[config.mk]
export PLATFORM = sky130hd
export DESIGN_NAME = serial_pattern_scheduler
export DESIGN_NICKNAME = d
export VERILOG_FILES = /design/src/rtl/serial_pattern_scheduler.sv
export SDC_FILE = /design/constraint.sdc
export NUM_CORES = 1
export LEC_CHECK = 0
export ABC_CLOCK_PERIOD_IN_PS = 2900
export BUFFER_PORTS_ARGS = -buffer_cell sky130_fd_sc_hd__buf_4
export CORE_ASPECT_RATIO = 1.1
export CORE_MARGIN = 2
export CORE_UTILIZATION = 56
export CTS_BUF_LIST = sky130_fd_sc_hd__clkbuf_4 sky130_fd_sc_hd__clkbuf_8
export CTS_CLUSTER_SIZE = 10
export DETAILED_ROUTE_END_ITERATION = 7
export GPL_TIMING_DRIVEN = 0
export PLACE_DENSITY = 0.81
export SETUP_SLACK_MARGIN = 0.15
export SKIP_LAST_GASP = 1
export SLEW_MARGIN = 10
export SYNTH_ARGS = -nofsm -noshare
export SYNTH_HDL_FRONTEND = slang
export SYNTH_SLANG_ARGS = --single-unit
[constraint.sdc]
create_clock -name clk -period 2.9 [get_ports clk]
set_input_delay 0.58 -clock clk [delete_from_list [all_inputs] [get_ports clk]]
set_output_delay 0.58 -clock clk [all_outputs]
set_load 0.01 [all_outputs]
[src/rtl/serial_pattern_scheduler.sv]
// serial_pattern_scheduler
//   Accepts a WIDTH-bit word, clears an external serial pattern detector,
//   streams the word to it MSB first, counts the detector's match flags
//   (saturating) and presents the count to a downstream consumer.
//
//   The four-state FSM (IDLE, CLEAR, SHIFT, DONE) runs one cycle ahead of
//   the pins: every output except in_ready is a register loaded from the
//   current state, so the detector sees det_clr/det_en/det_x one cycle after
//   the FSM enters the matching state. in_ready is loaded from the next state
//   so upstream never sees it high once a word has been taken.
//
// Ports
//   clk        in   rising-edge clock
//   reset      in   asynchronous active-high reset
//   in_valid   in   upstream word valid
//   in_data    in   [WIDTH] upstream word, serialized MSB first
//   in_ready   out  block can accept a word
//   abort      in   synchronous job cancel
//   det_clr    out  one-cycle detector clear request
//   det_en     out  det_x carries a valid serial bit
//   det_x      out  serial bit to the detector
//   det_y      in   detector match flag (used only while det_en=1)
//   out_valid  out  match count available
//   out_count  out  [CNT_W] matches found in the last word
//   out_ready  in   downstream accepts out_count
module serial_pattern_scheduler #(
  parameter int WIDTH = 8,
  parameter int CNT_W = 4
) (
  input  logic             clk,
  input  logic             reset,
  input  logic             in_valid,
  input  logic [WIDTH-1:0] in_data,
  output logic             in_ready,
  input  logic             abort,
  output logic             det_clr,
  output logic             det_en,
  output logic             det_x,
  input  logic             det_y,
  output logic             out_valid,
  output logic [CNT_W-1:0] out_count,
  input  logic             out_ready
);

  localparam int IDX_W = (WIDTH > 2) ? $clog2(WIDTH) : 1;
  localparam logic [CNT_W-1:0] CNT_MAX  = {CNT_W{1'b1}};
  localparam logic [IDX_W-1:0] IDX_LAST = IDX_W'(WIDTH - 1);

  typedef enum logic [1:0] {
    IDLE  = 2'd0,
    CLEAR = 2'd1,
    SHIFT = 2'd2,
    DONE  = 2'd3
  } state_t;

  state_t           state_q, state_d;
  logic [WIDTH-1:0] shreg_q, shreg_d;
  logic [CNT_W-1:0] cnt_q, cnt_d;
  logic [IDX_W-1:0] idx_q, idx_d;

  logic             in_ready_q, in_ready_d;
  logic             det_clr_q, det_clr_d;
  logic             det_en_q, det_en_d;
  logic             det_x_q, det_x_d;
  logic             out_valid_q, out_valid_d;
  logic [CNT_W-1:0] out_count_q, out_count_d;
  logic             hit_s;

  // Next-state, datapath and output-register inputs.
  always_comb begin
    state_d = state_q;
    shreg_d = shreg_q;
    idx_d   = idx_q;

    // det_y is meaningful only in the cycles where det_en is on the pins;
    // the last bit's flag arrives while the FSM is already in DONE.
    hit_s = det_en_q && det_y;
    if (hit_s && (cnt_q != CNT_MAX)) begin
      cnt_d = cnt_q + CNT_W'(1);
    end else begin
      cnt_d = cnt_q;
    end

    if (abort) begin
      // Cancel wins in every state, including over a word offered in IDLE.
      state_d = IDLE;
      shreg_d = '0;
      cnt_d   = '0;
      idx_d   = '0;
    end else begin
      case (state_q)
        IDLE: begin
          if (in_valid) begin
            state_d = CLEAR;
            shreg_d = in_data;
            cnt_d   = '0;
            idx_d   = '0;
          end else begin
            state_d = IDLE;
          end
        end
        CLEAR: begin
          state_d = SHIFT;
        end
        SHIFT: begin
          shreg_d = {shreg_q[WIDTH-2:0], 1'b0};
          if (idx_q == IDX_LAST) begin
            state_d = DONE;
            idx_d   = '0;
          end else begin
            state_d = SHIFT;
            idx_d   = idx_q + IDX_W'(1);
          end
        end
        DONE: begin
          // Handshake on the visible out_valid, not on the state.
          if (out_valid_q && out_ready) begin
            state_d = IDLE;
          end else begin
            state_d = DONE;
          end
        end
        default: begin
          state_d = IDLE;
        end
      endcase
    end

    in_ready_d  = (state_d == IDLE);
    det_clr_d   = (state_q == CLEAR) && (state_d == SHIFT);
    det_en_d    = (state_q == SHIFT) && (state_d != IDLE);
    det_x_d     = det_en_d ? shreg_q[WIDTH-1] : 1'b0;
    // Rises one cycle after DONE is entered (so the last flag is counted)
    // and drops on the same edge the FSM leaves DONE.
    out_valid_d = (state_q == DONE) && (state_d == DONE);
    out_count_d = cnt_d;
  end

  // FSM, datapath and registered outputs.
  always_ff @(posedge clk or posedge reset) begin
    if (reset) begin
      state_q     <= IDLE;
      shreg_q     <= '0;
      cnt_q       <= '0;
      idx_q       <= '0;
      in_ready_q  <= 1'b1;
      det_clr_q   <= 1'b0;
      det_en_q    <= 1'b0;
      det_x_q     <= 1'b0;
      out_valid_q <= 1'b0;
      out_count_q <= '0;
    end else begin
      state_q     <= state_d;
      shreg_q     <= shreg_d;
      cnt_q       <= cnt_d;
      idx_q       <= idx_d;
      in_ready_q  <= in_ready_d;
      det_clr_q   <= det_clr_d;
      det_en_q    <= det_en_d;
      det_x_q     <= det_x_d;
      out_valid_q <= out_valid_d;
      out_count_q <= out_count_d;
    end
  end

  assign in_ready  = in_ready_q;
  assign det_clr   = det_clr_q;
  assign det_en    = det_en_q;
  assign det_x     = det_x_q;
  assign out_valid = out_valid_q;
  assign out_count = out_count_q;

endmodule

## Word-level counts from Yosys, hierarchy flattened

Index checks and enable logic that the tools add are counted.
Widths: inputs -> output; s select.

| word-level totals | value |
|---|---|
| flip-flop bits (word level) | 22 |
| input port bits | 14 |

| cells by class | value |
|---|---|
| $add $sub $neg | 2 |
| eq/ne operators | 8 |
| multiplexer cells | 17 |
| reductions and logical operators | 11 |

Operators with widths:

| operator | number |
|---|---|
| $mux 4 | 4 |
| $mux 8 | 2 |
| $pmux 8 s2 | 1 |
| $mux 3 | 3 |
| $eq 2x2->1 const B | 4 |
| $pmux 2 s4 | 1 |
| $logic_and 1x1->1 | 6 |
| $pmux 3 s2 | 1 |
| $add 4x1->4 const B | 1 |
| $logic_not 2->1 | 2 |
| $mux 2 | 2 |
| $ne 4x4->1 const B | 1 |
| $add 3x1->3 const B | 1 |
| $eq 3x3->1 const B | 1 |
| $mux 1 | 3 |
| $ne 3x3->1 const B | 1 |
| $reduce_bool 3->1 | 1 |
| $eq 2x1->1 const B | 1 |
| $reduce_and 2->1 | 1 |
| $reduce_bool 2->1 | 1 |

## Longest topological paths before layout

| depth | value |
|---|---|
| word-level depth | 7 |
| gate-level depth with buffers | 4 |
| depth with buffers taken out | 4 |

## Worst setup path after synthesis

No wires, ideal clock.

| timing | value |
|---|---|
| kind | reg-to-reg |
| start point | register out_count[0] (netlist name) |
| end point | register out_count_q[0] (netlist: out_count[0]) |
| data arrival time | 1.297 ns |
| slack | 1.526 ns |
| cell stages (with the launch flop) | 5 |
| buffers on the path | 0 |
| clock period less this slack | 1.374 ns |
| cell sequence | dfrtp_1 > ha_1 > and3_1 > or3_1 > a21oi_1 |

RTL lines:

| item | RTL line | RTL |
|---|---|---|
| to (signal assigned) | 162 | `out_count_q <= out_count_d;` |
| to (decl) | 66 | `logic [CNT_W-1:0] out_count_q, out_count_d;` |

## Final worst setup path

| timing | value |
|---|---|
| start point | register in_ready_q (netlist: in_ready) |
| end point | output in_ready |

RTL lines:

| item | RTL line | RTL |
|---|---|---|
| from (decl) | 61 | `logic in_ready_q, in_ready_d;` |
| from (signal assigned) | 157 | `in_ready_q <= in_ready_d;` |
| to (decl) | 34 | `output logic in_ready,` |

No word-level cell between the ends.

==> results by group <==
Layout
  • Layout fillers: 159
  • ANT cells: 0
  • Nets@finish: ~150
  • Area Overhead vs Synth: 20.24%
  • Layout cell share with drive strength beyond 1: between 30% and 40%

STA
  • RSZ-0062 raised after global routing: no
  • Fmax: 0.6552 GHz
  • Final setup viols: 0
  • Tcrit/Tclk final: 52.63%
  • Slew HR: 44.70%
  • Slew @ Worst Pin: approximately 0.83 ns
  • Max-slew violations: 0
  • Final worst path period need: about 1.5 ns
  • Endpoints failing hold: 0
  • Setup ws final: 1.374 ns
  • Final setup TNS: 0 ns
  • Worst Skew: between 0.005 and 0.006 ns

Routing
  • Met3 WL: roughly 68 um
  • Top Metal Used: met4
  • M1 WL: between 900 and 1000 um
  • # DRC: 0
  • Drt pass-1 iters: 4
  • DR WL met2: 1060 um
  • Antenna-violating nets left: 0
  • Avg Vias per Cell: approximately 5.5
  • Routed Wire Length: around 2100 um
  • DRT iter0 DRCs: 11
  • DR WL/cell: between 10 and 15 um
  • Vias: approximately 860

Synthesis
  • Synth Warn #: 0
  • Distinct cell type count after synthesis: 37
  • Syn nets: 119
  • Register bit total from synthesis: 22
  • Post-synthesis sequential area ratio: between 40 and 50%
  • Mapped Area: about 0.0011 mm^2
  • Synth Instances: approximately 100
  • Synth async-reset ratio: between 90% and 100%
  • Syn_area_per_cell: approximately 11 um^2
  • Most used flip-flop cell after synthesis: dfrtp_1
  • EDFF count, synth: 0

Clock network
  • TritonCTS Sinks: 22
  • TritonCTS clock tree: done
  • Setup Fix Bufs, Post-CTS: 0
  • Clock Tree Buf Depth: 2
  • CTS resizes: 0
  • Clock-pin slew of the registers on the worst-case setup and hold paths: roughly 0.12 ns
  • Htree depth: 1
  • Clk root buf: clkbuf_4
  • Num CTS Buffers: 3
  • Worst-Skew Late Latency: 0.31 ns
  • Hold Buf Count CTS: 0

Flow run
  • Max cap viols: 0

Power and ir drop
  • Lkg Pwr: between 0.0006 and 0.0007 uW
  • Pwr dens: between 400 and 500 mW/mm^2
  • Worst VDD drop: 0.3189 mV

Worst setup path
  • Critical Path Max Stage Delay: about 0.53 ns
  • CP arrival: around 0.95 ns
  • Slowest cell on crit path: dfstp_2
  • Worst Setup SP: in_ready$_DFF_PP1_
  • Worst Setup Path Type: flip-flop to output port
  • Crit. End Element: output port
  • WP depth: 1
  • Worst r2r path cells: 4
  • CP top delay family: flip-flops
  • Critical Path RT: 2.32 ns
  • FF-to-FF End: out_count[0]$_DFF_PP0_
  • Worst-path cell chain: buf_4
  • Setup crit end: in_ready
  • R2r setup slk: roughly 1.4 ns
  • Critical Path Start Type: flip-flop
  • Buf/Inv on CP: 1
  • CP Max Fanout: 1
  • Worst r2r src: out_count[0]$_DFF_PP0_

Worst hold path
  • Min-Delay Path Class: primary input to async pin

Placed design
  • Pre-CTS setup slack: roughly 1.3 ns
  • GP Congestion: ~0.77
  • Dpl hpwl: between 1500 and 2000 um
  • IO buf count: 22

Floorplan
  • Die Ht: a little over 50 um
  • Initial Util: between 50 and 60%
  • Die area: ~0.0024 mm^2
  • Core box area: between 0.0015 and 0.002 mm^2
  • Die X: ~47 um
  • Site Rows: 17
  • Io pins: 23

GRT
  • Global-route wire length before repair: 3788 um
  • Gr ovfl total: 0
  • Number of global-route vias before repair: roughly 860
  • Tot GR Track Use: ~22%
  • Antenna violations before repair: 0
  • Largest net degree at the start of global routing: 23

Run status
  • Status: complete, no violations
-- flip-flops by register name, indices dropped and copies added, names as in the netlist --
name,flops
shreg_q,8
out_count,4
idx_q,3
state_q,2
det_clr,1
det_en,1
det_x,1
in_ready,1
out_valid,1
-- cell usage after synthesis, types with 2 or more instances --
cell	n	area share, %
a31oi_1	6	3.3
buf_6	2	2.0
mux2i_1	6	5.3
nand3b_1	2	1.3
and4bb_1	3	3.3
or3_1	2	1.1
nand2_1	6	2.0
a21oi_1	5	2.2
inv_1	8	2.6
dfrtp_1	21	46
ha_1	3	3.3
nor2_2	2	1.1
a22o_1	3	2.3
a21o_1	2	1.3
and4bb_2	2	2.2
a211oi_1	2	1.3
and2_1	2	1.1
nor2_1	4	1.3
o21ai_0	2	0.88
nor2b_1	2	1.1
-- kinds of logic (layout without fill, tap and decap cells) --
group	after synthesis	count (layout)	share of synthesized area (%)
AND/OR/NAND/NOR	33	33	20.46
AO/OA/AOI/OAI	26	26	16.83
flip-flops	22	22	48.51
buffers and inverters	12	38	5.610
multiplexers	6	6	5.281
adder cells (fa/ha/maj)	3	3	3.301
-- how the worst min path moves through the flow --
stage                      startpoint              endpoint  slack [ns]
6_report                        reset       det_x$_DFF_PP0_        0.42
5_1_grt                         reset  idx_q[1]$_DFFE_PP0P_        0.49
4_1_cts                         reset  idx_q[1]$_DFFE_PP0P_        0.45
3_5_place_dp   shreg_q[7]$_DFFE_PP0P_       det_x$_DFF_PP0_        0.48
3_3_place_gp   shreg_q[7]$_DFFE_PP0P_       det_x$_DFF_PP0_        0.48
2_1_floorplan  shreg_q[7]$_DFFE_PP0P_       det_x$_DFF_PP0_        0.45
-- cells in the final DEF, fill, tap and decap left out, types with 2 or more instances in the layout --
master    count
buf_4        23
dfrtp_1      21
inv_1         8
a31oi_1       6
mux2i_1       6
nand2_1       6
a21oi_1       5
nor2_1        4
clkbuf_4      4
and4bb_1      3
a22o_1        3
ha_1          3
buf_6         2
and4bb_2      2
o21ai_0       2
or3_1         2
nor2_2        2
a21o_1        2
nor2b_1       2
a211oi_1      2
and2_1        2
nand3b_1      2
-- power breakdown --
group | switching [uW] | internal, uW
clock network | 93.1 | 63.1
registers | 16.3 | 329
logic | 57.0 | 57.9
-- layout make-up --
class	instances	area, um^2	area share [%]
plain buffers	3	30.03	2.196
clock buffers	4	30.03	2.196
well taps	28	35.03	2.562
flip-flops and latches	22	551.8	40.35
inverters	9	33.78	2.470
multi-input cells	68	521.8	38.15
repair buffers	22	165.2	12.08
-- metrics by stage --
stage / hold slack, ns / power (uW) / util (%) / std cells / cell area, um^2
final: 0.4224 / 616.0 / 69.88 / 156 / 1368
after global routing: 0.4875 / 651.5 / 69.88 / 156 / 1368
after CTS: 0.4496 / 620.6 / 69.88 / 156 / 1368
after detailed placement: 0.4796 / 467.4 / 68.35 / 152 / 1338
after global placement: 0.4765 / 463.1 / 68.35 / 152 / 1338
after floorplan: 0.4546 / 427.3 / - / 102 / 1137
-- metal layers --
layer	global-route usage (%)	vias up
met4	6.944	0
met3	3.180	2
li1	-	421
met1	28.60	419
met5	0	-
met2	36.53	16
Power figures use the tool's default switching activity.
